**config.mk**
```make
export PLATFORM = sky130hd
export DESIGN_NAME = bram_wm
export DESIGN_NICKNAME = d
export VERILOG_FILES = /design/src/rtl/bram_pkg.sv /design/src/rtl/bram_wm_array.sv /design/src/rtl/bram_wm.sv
export SDC_FILE = /design/constraint.sdc
export NUM_CORES = 1
export LEC_CHECK = 0
export BUFFER_PORTS_ARGS = -buffer_cell sky130_fd_sc_hd__buf_4
export CORE_ASPECT_RATIO = 1.1
export CORE_UTILIZATION = 40
export CTS_CLUSTER_SIZE = 24
export DETAILED_ROUTE_END_ITERATION = 7
export HOLD_SLACK_MARGIN = 0.1
export PLACE_DENSITY = 0.54
export SLEW_MARGIN = 20
export SYNTH_ARGS = -nofsm -noshare
export SYNTH_HDL_FRONTEND = slang
export SYNTH_SLANG_ARGS = --single-unit
```
**constraint.sdc**
```tcl
create_clock -name clk -period 7.2 [get_ports clk]
set_clock_uncertainty 0.05 [all_clocks]
set_input_delay 0.72 -clock clk [delete_from_list [all_inputs] [get_ports clk]]
set_output_delay 0.72 -clock clk [all_outputs]
set_load 0.01 [all_outputs]
```
**src/rtl/bram_pkg.sv**
```systemverilog
// Shared definitions for the parametrised single-port BRAM.
// State encoding, byte-lane width and lane-count helper.
package bram_pkg;

    localparam logic [0:0] ST_CLEAR = 1'b0;
    localparam logic [0:0] ST_IDLE  = 1'b1;

    localparam int BYTE_W = 8;

    function automatic int nb(input int data_w);
        return data_w / BYTE_W;
    endfunction

endpackage

```
**src/rtl/bram_wm_array.sv**
```systemverilog
// Plain synchronous storage, one write port with per-lane enables
// and one registered read port; no reset so it maps onto block RAM.
module bram_wm_array
    import bram_pkg::*;
#(
    parameter int ADDR_W = 5,
    parameter int DATA_W = 32
) (
    input  logic                     clk_i,
    input  logic [DATA_W/BYTE_W-1:0] we_i,
    input  logic [ADDR_W-1:0]        waddr_i,
    input  logic [DATA_W-1:0]        wdata_i,
    input  logic                     re_i,
    input  logic [ADDR_W-1:0]        raddr_i,
    output logic [DATA_W-1:0]        rdata_o
);

    localparam int NB    = nb(DATA_W);
    localparam int DEPTH = 2 ** ADDR_W;

    logic [DATA_W-1:0] mem_q [DEPTH];
    logic [DATA_W-1:0] rdata_q;

    // Lane-masked write and read-before-write registered read.
    always_ff @(posedge clk_i) begin
        for (int i = 0; i < NB; i++) begin
            if (we_i[i]) begin
                mem_q[waddr_i][i*BYTE_W +: BYTE_W] <= wdata_i[i*BYTE_W +: BYTE_W];
            end
        end
        if (re_i) begin
            rdata_q <= mem_q[raddr_i];
        end
    end

    assign rdata_o = rdata_q;

endmodule

```
**src/rtl/bram_wm.sv**
```systemverilog
// Bus-facing BRAM wrapper: zero-fill engine, range check,
// read-valid / error pipeline and optional output register.
module bram_wm
    import bram_pkg::*;
#(
    parameter int ADDR_W         = 5,
    parameter int DATA_W         = 32,
    parameter bit OUT_REG        = 1'b0,
    parameter bit CLEAR_ON_RESET = 1'b1
) (
    input  logic                     clk,
    input  logic                     resetn,
    input  logic [31:0]              mem_addr,
    input  logic                     cs,
    input  logic                     rd,
    input  logic                     wr,
    input  logic [DATA_W-1:0]        mem_wdata,
    input  logic [DATA_W/BYTE_W-1:0] mem_wmask,
    output logic [DATA_W-1:0]        mem_rdata,
    output logic                     mem_rvalid,
    output logic                     mem_busy,
    output logic                     mem_err
);

    localparam int NB = nb(DATA_W);
    localparam logic [0:0] ST_RST = CLEAR_ON_RESET ? ST_CLEAR : ST_IDLE;

    logic [0:0]        state_q, state_d;
    logic [ADDR_W-1:0] cnt_q, cnt_d;

    logic              idle;
    logic [ADDR_W-1:0] idx;
    logic              oor;
    logic              rd_req, wr_req;
    logic              rd_ok, wr_ok;

    logic [NB-1:0]     arr_we;
    logic [ADDR_W-1:0] arr_waddr;
    logic [DATA_W-1:0] arr_wdata;
    logic [DATA_W-1:0] arr_rdata;

    logic              v1_q, rerr1_q, werr1_q, zero_q;
    logic [DATA_W-1:0] rd_word;

    logic              unused_lsb;

    assign unused_lsb = ^mem_addr[1:0];

    assign idle   = (state_q == ST_IDLE);
    assign idx    = mem_addr[ADDR_W+1:2];
    assign oor    = |mem_addr[31:ADDR_W+2];
    assign rd_req = idle & cs & rd;
    assign wr_req = idle & cs & wr;
    assign rd_ok  = rd_req & ~oor;
    assign wr_ok  = wr_req & ~oor;

    // Clear engine walks every word once, then hands over to the bus.
    always_comb begin
        state_d = state_q;
        cnt_d   = cnt_q;
        if (!idle) begin
            cnt_d = cnt_q + 1'b1;
            if (cnt_q == '1) begin
                state_d = ST_IDLE;
            end
        end
    end

    // FSM and clear counter registers.
    always_ff @(posedge clk or negedge resetn) begin
        if (!resetn) begin
            state_q <= ST_RST;
            cnt_q   <= '0;
        end else begin
            state_q <= state_d;
            cnt_q   <= cnt_d;
        end
    end

    // Clear engine owns the write port while busy.
    always_comb begin
        arr_we    = wr_ok ? mem_wmask : '0;
        arr_waddr = idx;
        arr_wdata = mem_wdata;
        if (!idle) begin
            arr_we    = '1;
            arr_waddr = cnt_q;
            arr_wdata = '0;
        end
    end

    bram_wm_array #(
        .ADDR_W (ADDR_W),
        .DATA_W (DATA_W)
    ) u_array (
        .clk_i   (clk),
        .we_i    (arr_we),
        .waddr_i (arr_waddr),
        .wdata_i (arr_wdata),
        .re_i    (rd_ok),
        .raddr_i (idx),
        .rdata_o (arr_rdata)
    );

    // First pipeline stage: valid, errors, and zero-select for
    // out-of-range reads (the array register keeps its old word).
    always_ff @(posedge clk or negedge resetn) begin
        if (!resetn) begin
            v1_q    <= 1'b0;
            rerr1_q <= 1'b0;
            werr1_q <= 1'b0;
            zero_q  <= 1'b1;
        end else begin
            v1_q    <= rd_req;
            rerr1_q <= rd_req & oor;
            werr1_q <= wr_req & ~rd_req & oor;
            if (rd_req) begin
                zero_q <= oor;
            end
        end
    end

    assign rd_word = zero_q ? '0 : arr_rdata;

    assign mem_busy = ~idle;

    if (OUT_REG) begin : g_oreg
        logic              v2_q, rerr2_q;
        logic [DATA_W-1:0] rdata2_q;

        // Extra output stage, loaded only when a read completes.
        always_ff @(posedge clk or negedge resetn) begin
            if (!resetn) begin
                v2_q     <= 1'b0;
                rerr2_q  <= 1'b0;
                rdata2_q <= '0;
            end else begin
                v2_q    <= v1_q;
                rerr2_q <= rerr1_q;
                if (v1_q) begin
                    rdata2_q <= rd_word;
                end
            end
        end

        assign mem_rdata  = rdata2_q;
        assign mem_rvalid = v2_q;
        assign mem_err    = rerr2_q | werr1_q;
    end else begin : g_noreg
        assign mem_rdata  = rd_word;
        assign mem_rvalid = v1_q;
        assign mem_err    = rerr1_q | werr1_q;
    end

endmodule

```
==> qor.csv, run 1 <==
stage,metric,value,unit
status,status,completed,
place,DP Worst Slack,3.204,ns
clock_tree,Clock Latency Late Sink,0.67,ns
timing,hold_ws,0.1563,ns
timing,Peak Freq,263.2,MHz
critical_path,critical path type,reg -> reg,
detailed_routing,wire per inst,25.27,um
detailed_routing,detailed-route via count,22100,
clock_tree,Resized cells post-CTS,0,
clock_tree,H-Tree Depth,3,
global_route,largest net degree at the start of global routing,145,
timing,crit share post-route,52.77,%
floorplan,Die Y-Extent,342.7,um
timing,final count of negative-setup-slack endpoints,0,
floorplan,cell row count,124,
detailed_routing,drt total wl,103.0,mm
timing,Tmin final,3.799,ns
detailed_routing,iteration count of the initial detailed-routing pass,5,
layout,fin nets,2673,
clock_tree,cts bufs inserted,104,
yosys,mapped cell area,0.04221,sq mm
layout,Syn-to-layout area delta,13.70,%
timing,Hold Fails Final Rpt,0,
timing,worst-margin pin slew,1.123,ns
detailed_routing,DRC,0,
clock_tree,Longest Clk Path Bufs,3,
yosys,cell count after synthesis,2471,
yosys,Yosys reg bits,1066,
clock_tree,CTS tree,built,
yosys,Post-synth EDFFs,1056,
critical_path,critical path peak fanout,30,
critical_path,CP arrival,4.03,ns
global_route,initial antenna violation count,2,
power,Pwr Density,266.5,mW/mm^2
power,Leak Pwr,16.43,nW
timing,setup_tns,0,ns
place,routability congestion estimate,0.7968,
yosys,ys async rst share,0.9381,%
clock_tree,clock sinks,1066,
global_route,global-route wire length before repair,148.3,mm
yosys,average cell area after synthesis,17.08,sq um
global_route,gr ovfl total,0,
critical_path,CP Data Required Time,7.44,ns
layout,share of layout cells above drive strength 1,13.00,%
detailed_routing,DR iter-0 viols,1847,
yosys,library cells used by synthesis,41,
floorplan,Core Area,0.1043,sq mm
power,total power,12.79,mW
flow_run,max cap viols,0,
power,maximum VDD drop,0.1533,mV
clock_tree,clk slew on worst S/H paths,0.06,ns
place,Port Buffers,105,
place,post-DP HPWL,60.21,mm
hold_path,Hold Crit Depth,2,
yosys,total nets after synthesis,2546,
layout,end-of-flow core utilization,46.04,%
floorplan,total die area,0.1068,sq mm
hold_path,HP Class,in -> reg,
detailed_routing,vias per cell,5.423,
critical_path,Crit. End Element,flop,
floorplan,die width,311.7,um
critical_path,Worst R2R Path Depth,5,
timing,Max-Slew Margin vs Limit,25.11,%
yosys,ys flop type,edfxtp_1,
clock_tree,Root Driver,clkbuf_16,
critical_path,CP startpoint kind,flop,
floorplan,initial core utilization,40.49,%
floorplan,IO Pins,108,
timing,setup ws final,3.401,ns
yosys,Yosys warnings,0,
detailed_routing,post-route ant nets,0,
timing,Slew Limit Fails,0,
yosys,sequential fraction of the synthesis area,75.71,%
timing,unrepaired setup endpoints after global routing,no,
global_route,vias in the first global route,22259,
global_route,GRT Total Usage,18.95,%
==> cells in the mapped netlist (2+ instances only) <==
cell type | count | share of area (%)
a21o_1 | 3 | 0.053
a21oi_1 | 34 | 0.40
a22o_1 | 63 | 1.3
a22oi_1 | 163 | 2.9
a31oi_1 | 31 | 0.46
a31oi_2 | 4 | 0.12
and2_1 | 36 | 0.53
and3_1 | 3 | 0.044
buf_1 | 9 | 0.080
buf_2 | 62 | 0.74
buf_4 | 24 | 0.43
clkbuf_1 | 54 | 0.48
dfrtp_1 | 9 | 0.53
edfxtp_1 | 1056 | 75
ha_1 | 2 | 0.059
inv_1 | 2 | 0.018
mux2_2 | 2 | 0.053
mux2i_1 | 512 | 12
nand2_1 | 58 | 0.52
nand2b_1 | 2 | 0.030
nand3_1 | 107 | 1.3
nor2_1 | 124 | 1.1
nor2b_1 | 38 | 0.56
nor3_1 | 49 | 0.58
nor4_1 | 5 | 0.074
or2_2 | 2 | 0.030
xnor2_1 | 3 | 0.062
==> cells in the final DEF, fill, tap and decap left out, types with 4 or more instances in the layout <==
cell type	instances
nor2_1	123
bufinv_16	10
and2_2	8
nand2_1	58
a21oi_1	33
clkbuf_16	109
nor2b_1	34
dfrtp_1	8
nor4_1	5
mux2i_1	512
buf_4	165
a31oi_1	31
clkinv_2	25
clkbuf_1	25
nand3_1	107
clkinv_1	19
a22o_1	63
a22oi_1	163
nor3_1	47
and2_1	27
edfxtp_1	1056
diode_2	4
nor2b_4	4
==> what timing repair did <==
item,in CTS,in global routing
hold buffers,1,0
buffers inserted,0,0
hold endpoints to repair,10,0
==> metrics by stage <==
stage,cell area [sq um],cells
after floorplan,42210,2471
after global placement,44590,3877
after detailed placement,44600,3877
after CTS,47970,4071
after global routing,47990,4071
final,48000,4075
==> worst paths after layout <==
kind / from / to / slack [ns]
hold / removal: rd / werr1_q$_DFF_PN0_ / 0.16
min in group asynchronous: resetn / rerr1_q$_DFF_PN0_ / 0.37
setup / recovery: idle$_DFF_PN0_ / u_array.mem_q[9][28]$_DFFE_PP_ / 3.40
max in group asynchronous: resetn / zero_q$_DFFE_PN1P_ / 6.48
hold reg to reg: cnt_q[2]$_DFFE_PN0N_ / cnt_q[2]$_DFFE_PN0N_ / 0.44
setup reg to reg: idle$_DFF_PN0_ / u_array.mem_q[9][28]$_DFFE_PP_ / 3.40
==> sequential cells by signal, indices dropped and copies added, names as in the netlist <==
register         flops
u_array.mem_q     1024
zero_q               1
cnt_q                5
u_array.rdata_o     32
mem_rvalid           1
idle                 1
rerr1_q              1
werr1_q              1
==> critical path: stages, from the launching register on <==
cell,delay (ns)
dfrtp_2,0.74
clkinv_1,0.13
buf_4,0.23
o32ai_2,0.47
nand3_1,0.83
nor2_1,0.96
==> final cells by class <==
| type | instances | area [sq um] |
|---|---|---|
| Timing Repair Buffer | 170 | 1324 |
| Antenna cell | 4 | 10.01 |
| Clock buffer | 135 | 2835 |
| Sequential cell | 1066 | 31960 |
| Inverter | 3 | 11.26 |
| Multi-Input combinational cell | 1253 | 9587 |
| Tap cell | 1386 | 1734 |
| Clock inverter | 58 | 533.0 |
| Fill cell | 8960 | 56260 |
==> metal layers <==
layer / track usage [%] / vias up / part of all wire, %
met4: 5.004 / 0 / 1.9
met5: 0 / - / 0
li1: - / 10007 / -
met1: 25.73 / 11276 / 43
met2: 31.23 / 689 / 49
met3: 3.711 / 128 / 6.1
==> report_power, final <==
group | leakage (nW) | switching (mW) | internal, mW
Clock | 1.66 | 2.24 | 3.12
Sequential | 9.62 | 0.000397 | 6.82
Combinational | 5.16 | 0.402 | 0.203
==> cells by family (layout without fill, tap and decap cells) <==
logic type | Yosys count | after routing | share of synthesized area, %
xor+xnor | 3 | 3 | 0.06225
other cells | 0 | 4 | 0
flops | 1066 | 1066 | 75.71
simple gates | 429 | 429 | 4.834
mux | 514 | 514 | 12.19
buf+inv | 152 | 366 | 1.749
fa+ha+maj | 2 | 2 | 0.05927
compound gates | 305 | 305 | 5.388
(Power assumes the default switching activity.)
==> inputs of run 2 (changes only) <==
--- a/config.mk
+++ b/config.mk
@@ -11,7 +11,7 @@
 export CTS_CLUSTER_SIZE = 24
 export DETAILED_ROUTE_END_ITERATION = 7
 export HOLD_SLACK_MARGIN = 0.1
-export PLACE_DENSITY = 0.54
+export PLACE_DENSITY = 0.56
 export SLEW_MARGIN = 20
 export SYNTH_ARGS = -nofsm -noshare
 export SYNTH_HDL_FRONTEND = slang
==> constraint.sdc (replaced) <==
create_clock -name clk -period 3.31 [get_ports clk]
set_clock_uncertainty 0.05 [all_clocks]
set_input_delay 0.331 -clock clk [delete_from_list [all_inputs] [get_ports clk]]
set_output_delay 0.331 -clock clk [all_outputs]
set_load 0.01 [all_outputs]
==> qor.csv, run 2 (synthesis results as in run 1) <==
stage,metric,value,unit
detailed_routing,DRC,0,
critical_path,CP startpoint kind,flop,
detailed_routing,post-route ant nets,0,
layout,Largest Register,u_array.mem_q,
hold_path,hold path start,mem_addr[28],
critical_path,Crit-path slowest cell,dfrtp_2,
timing,setup_tns,0,ns
detailed_routing,detailed-route via count,22452,
floorplan,IO Pins,108,
global_route,GRT Total Usage,18.74,%
global_route,largest net degree at the start of global routing,86,
detailed_routing,DR iter-0 viols,1671,
layout,"commonest non-fill, non-tap cell in the layout",edfxtp_1,
critical_path,critical path peak fanout,26,
clock_tree,Clock Latency Late Sink,0.68,ns
clock_tree,Longest Clk Path Bufs,3,
global_route,vias in the first global route,22694,
critical_path,Critical Path Max Stage Delay,0.77,ns
timing,Tmin final,3.219,ns
global_route,gr ovfl total,0,
timing,Max-Slew Margin vs Limit,30.28,%
floorplan,total die area,0.1068,sq mm
critical_path,CP Data Required Time,3.57,ns
timing,worst-margin pin slew,1.046,ns
floorplan,initial core utilization,40.49,%
layout,share of layout cells above drive strength 1,17.10,%
hold_path,HP Class,in -> reg,
clock_tree,Root Driver,clkbuf_16,
global_route,global-route wire length before repair,147.8,mm
clock_tree,H-Tree Depth,3,
timing,Hold Fails Final Rpt,0,
clock_tree,buffer count from post-CTS setup fixing,0,
timing,Slew Limit Fails,0,
clock_tree,clock sinks,1066,
clock_tree,clk slew on worst S/H paths,0.06,ns
place,post-DP HPWL,62.20,mm
floorplan,cell row count,124,
detailed_routing,wire per inst,24.12,um
critical_path,worst reg2reg path startpoint,idle$_DFF_PN0_,
place,Port Buffers,105,
detailed_routing,drt total wl,101.6,mm
status,status,completed,
timing,crit share post-route,97.26,%
critical_path,Critical Path Source,idle$_DFF_PN0_,
timing,hold_ws,0.1547,ns
critical_path,Crit. End Element,flop,
flow_run,max cap viols,0,
critical_path,CP arrival,3.48,ns
detailed_routing,iteration count of the initial detailed-routing pass,5,
critical_path,critical path type,reg -> reg,
power,maximum VDD drop,0.3811,mV
power,Pwr Density,562.9,mW/mm^2
timing,setup ws final,0.09074,ns
power,Leak Pwr,17.21,nW
timing,unrepaired setup endpoints after global routing,no,
layout,fin nets,2816,
clock_tree,cts bufs inserted,106,
timing,final count of negative-setup-slack endpoints,0,
layout,Syn-to-layout area delta,16.51,%
clock_tree,CTS tree,built,
place,DP Worst Slack,0.09760,ns
global_route,initial antenna violation count,5,
layout,Largest register FFs,1024,
place,routability congestion estimate,0.7967,
timing,Peak Freq,310.6,MHz
floorplan,Core Area,0.1043,sq mm
critical_path,CP Cell Sequence,"clkinv_1, o2bb2ai_1, nand2_1, nor2_1",
layout,most frequent cells in the layout,"edfxtp_1 (1,056), mux2i_1 (512), buf_4 (286), a22oi_1 (163), nor2_1 (120)",
floorplan,die width,311.7,um
detailed_routing,vias per cell,5.330,
floorplan,Die Y-Extent,342.7,um
## run 2: cell count changes in the layout (fill, tap and decap cells not counted), sizes merged
cell	previous run	this run
inv	4	5
clkinvlp	3	4
bufinv	10	8
diode	4	2
clkbuf	135	126
clkinv	44	51
dlygate4sd3	1	8
buf	169	303
## run 2: final timing paths
| check | to | slack, ns | cells past startpoint |
|---|---|---|---|
| setup / recovery | u_array.mem_q[4][11]$_DFFE_PP_ | 0.09 | 4 |
| hold / removal | werr1_q$_DFF_PN0_ | 0.15 | 5 |
| setup reg to reg | u_array.mem_q[4][11]$_DFFE_PP_ | 0.09 | 4 |
| hold reg to reg | cnt_q[2]$_DFFE_PN0N_ | 0.43 | 1 |
| max in group asynchronous | idle$_DFF_PN0_ | 1.45 | 4 |
| min in group asynchronous | zero_q$_DFFE_PN1P_ | 0.66 | 3 |
## run 2: layout make-up
cell class,count,area [sq um]
Timing Repair Buffer,311,2562
Sequential cell,1066,31960
Antenna cell,2,5.005
Inverter,3,11.26
Clock inverter,65,535.5
Fill cell,8891,55080
Multi-Input combinational cell,1253,9582
Tap cell,1386,1734
Clock buffer,126,2791
## run 2: power breakdown
group | internal (mW) | switching [mW] | total, mW
logic | 0.467 | 0.869 | 1.34
registers | 14.8 | 0.00128 | 14.8
clock network | 6.61 | 4.90 | 11.5
total | 21.9 | 5.77 | 27.7
## run 2: per-stage QoR
stage / area, sq um / util, % / power [mW] / cells
final: 49180 / 47.18 / 27.68 / 4212
after global routing: 49180 / 47.17 / 28.50 / 4210
after CTS: 49160 / 47.15 / 27.94 / 4210
after detailed placement: 45760 / 43.89 / 16.47 / 4011
after global placement: 45760 / 43.89 / 16.43 / 4011
after floorplan: 42210 / - / 15.93 / 2471
## run 2: metal layers
metal / wire length [um] / vias to the layer above / track usage [%]
met2: 48110 / 686 / 30.44
met4: 2996 / 8 / 6.658
met5: 51 / - / 0
met1: 44240 / 11300 / 25.18
met3: 6201 / 165 / 3.627
li1: - / 10293 / -
## run 2: worst max-delay path, delay by kind of cell (launching register included)
family | cells | cell delay [ns]
and+or+nand+nor | 2 | 1.02
DFF | 1 | 0.77
AOI/OAI and AO/OA | 1 | 0.58
buffers and inverters | 1 | 0.43
## run 2: timing repair
action	CTS	global route
resized for setup	0	5
hold buffers	8	0
hold endpoints to repair	14	0
setup endpoints to repair	0	80
==> inputs of run 3 (changes only) <==
--- a/config.mk
+++ b/config.mk
@@ -6,7 +6,7 @@
 export NUM_CORES = 1
 export LEC_CHECK = 0
 export BUFFER_PORTS_ARGS = -buffer_cell sky130_fd_sc_hd__buf_4
-export CORE_ASPECT_RATIO = 1.1
+export CORE_ASPECT_RATIO = 1.4
 export CORE_UTILIZATION = 40
 export CTS_CLUSTER_SIZE = 24
 export DETAILED_ROUTE_END_ITERATION = 7
==> qor.csv, run 3 (synthesis results as in run 1) <==
stage,metric,value,unit
layout,most frequent cells in the layout,"edfxtp_1 (1,056), mux2i_1 (512), buf_4 (289), a22oi_1 (162), nor2_1 (123)",
floorplan,initial core utilization,40.44,%
timing,worst-margin pin slew,0.9584,ns
floorplan,Core Area,0.1044,sq mm
critical_path,Reg2Reg Setup Slack,0.32,ns
detailed_routing,DR iter-0 viols,1767,
critical_path,worst reg2reg path startpoint,idle$_DFF_PN0_,
critical_path,Critical Path Source,mem_addr[30],
layout,Syn-to-layout area delta,16.45,%
hold_path,HP Class,in -> reg,
global_route,gr ovfl total,0,
critical_path,CP Cell Sequence,"dlygate4sd3_1, buf_4, nor4_1, dlygate4sd3_1, nand3_1, nor2_4, a31oi_2, buf_4, nor2_1",
critical_path,CP arrival,3.35,ns
clock_tree,clk slew on worst S/H paths,0.07,ns
detailed_routing,met3 routed WL,4.362,mm
timing,crit share post-route,93.78,%
floorplan,Die Y-Extent,386.4,um
clock_tree,Root Driver,clkbuf_16,
clock_tree,cts bufs inserted,99,
global_route,initial antenna violation count,0,
global_route,global-route wire length before repair,155.6,mm
detailed_routing,detailed-route via count,22621,
detailed_routing,post-route ant nets,0,
place,post-DP HPWL,66.97,mm
detailed_routing,iteration count of the initial detailed-routing pass,6,
floorplan,IO Pins,108,
floorplan,cell row count,140,
critical_path,critical path type,in -> reg,
layout,number of fill cells,8828,
timing,Tmin final,3.104,ns
timing,setup ws final,0.2059,ns
global_route,GRT Total Usage,19.93,%
timing,Slew Limit Fails,0,
place,DP Worst Slack,0.2793,ns
place,routability congestion estimate,0.8525,
detailed_routing,DRC,0,
layout,end-of-flow core utilization,47.09,%
detailed_routing,met1 wire length,42.93,mm
detailed_routing,drt total wl,106.5,mm
clock_tree,Longest Clk Path Bufs,3,
critical_path,CP Data Required Time,3.56,ns
timing,unrepaired setup endpoints after global routing,no,
clock_tree,CTS tree,built,
detailed_routing,vias per cell,5.431,
power,total power,27.98,mW
place,Port Buffers,105,
layout,Largest Register,u_array.mem_q,
layout,fin nets,2809,
flow_run,max cap viols,0,
timing,Peak Freq,322.2,MHz
critical_path,Critical Path Max Stage Delay,0.60,ns
power,Leak Pwr,17.19,nW
timing,Hold Fails Final Rpt,0,
critical_path,CP startpoint kind,input pin,
power,maximum VDD drop,0.3588,mV
detailed_routing,wire per inst,25.56,um
layout,share of layout cells above drive strength 1,17.26,%
layout,"commonest non-fill, non-tap cell in the layout",edfxtp_1,
status,status,completed,
detailed_routing,DR top layer,met4,
timing,final count of negative-setup-slack endpoints,0,
critical_path,Crit-path slowest cell,dlygate4sd3_1,
global_route,vias in the first global route,23291,
power,Pwr Density,569.2,mW/mm^2
global_route,largest net degree at the start of global routing,97,
floorplan,total die area,0.1069,sq mm
hold_path,hold path start,mem_addr[15],
clock_tree,H-Tree Depth,3,
timing,setup_tns,0,ns
layout,Largest register FFs,1024,
clock_tree,Clock Latency Late Sink,0.68,ns
timing,Max-Slew Margin vs Limit,35.87,%
detailed_routing,routed length on met2,54.81,mm
timing,hold_ws,0.1505,ns
clock_tree,clock sinks,1066,
floorplan,die width,276.6,um
critical_path,Crit. End Element,flop,
critical_path,critical path peak fanout,27,
-- run 3: cell count changes in the layout (fill, tap and decap cells not counted), sizes merged --
cell      before  now
clkbuf       126  115
clkinvlp       4    6
diode          2    1
clkinv        51   43
bufinv         8   16
-- run 3: repair_timing --
action                     CTS  global route
hold buffers                 8             0
hold endpoints to repair    14             0
gates resized for setup      0             2
setup endpoints to repair    0            15
setup buffers                0             0
-- run 3: area by class of cell --
cell class                      instances  area [sq um]  share of cell area, %
Sequential cell                      1066         31960                  65.02
Multi-Input combinational cell       1253          9603                  19.53
Clock buffer                          115          2589                  5.266
Timing Repair Buffer                  311          2516                  5.118
Tap cell                             1349          1688                  3.433
Clock inverter                         67         787.0                  1.601
Inverter                                3         11.26                0.02291
Antenna cell                            1         2.502               0.005090
-- run 3: path summary, 6_finish.rpt --
check,endpoint,depth (start not counted)
hold / removal,werr1_q$_DFF_PN0_,5
max in group asynchronous,idle$_DFF_PN0_,4
setup reg to reg,u_array.mem_q[25][3]$_DFFE_PP_,5
min in group asynchronous,zero_q$_DFFE_PN1P_,3
hold reg to reg,cnt_q[2]$_DFFE_PN0N_,1
setup / recovery,u_array.mem_q[16][24]$_DFFE_PP_,9
-- run 3: metal layers --
layer / up-vias / global-route usage, %
met5: - / 0
met3: 174 / 2.009
met1: 11557 / 24.48
li1: 10265 / -
met2: 625 / 35.30
met4: 0 / 9.497
-- run 3: report_power, final --
| part | internal (mW) | total [mW] | switching (mW) |
|---|---|---|---|
| registers | 14.8 | 14.8 | 0.00133 |
| logic | 0.468 | 1.36 | 0.894 |
| clock network | 6.87 | 11.8 | 4.92 |
| total | 22.2 | 28.0 | 5.81 |
-- run 3: worst max-delay path, delay by kind of cell --
family / cells / cell delay [ns]
compound gates: 1 / 0.29
buf+inv: 4 / 1.63
simple gates: 4 / 1.07
-- run 3: metrics by stage --
stage	instances	cell area, sq um
2_1_floorplan	2471	42210
4_1_cts	4164	49140
5_1_grt	4164	49160
6_report	4165	49160
3_5_place_dp	3974	45680
3_3_place_gp	3973	45670
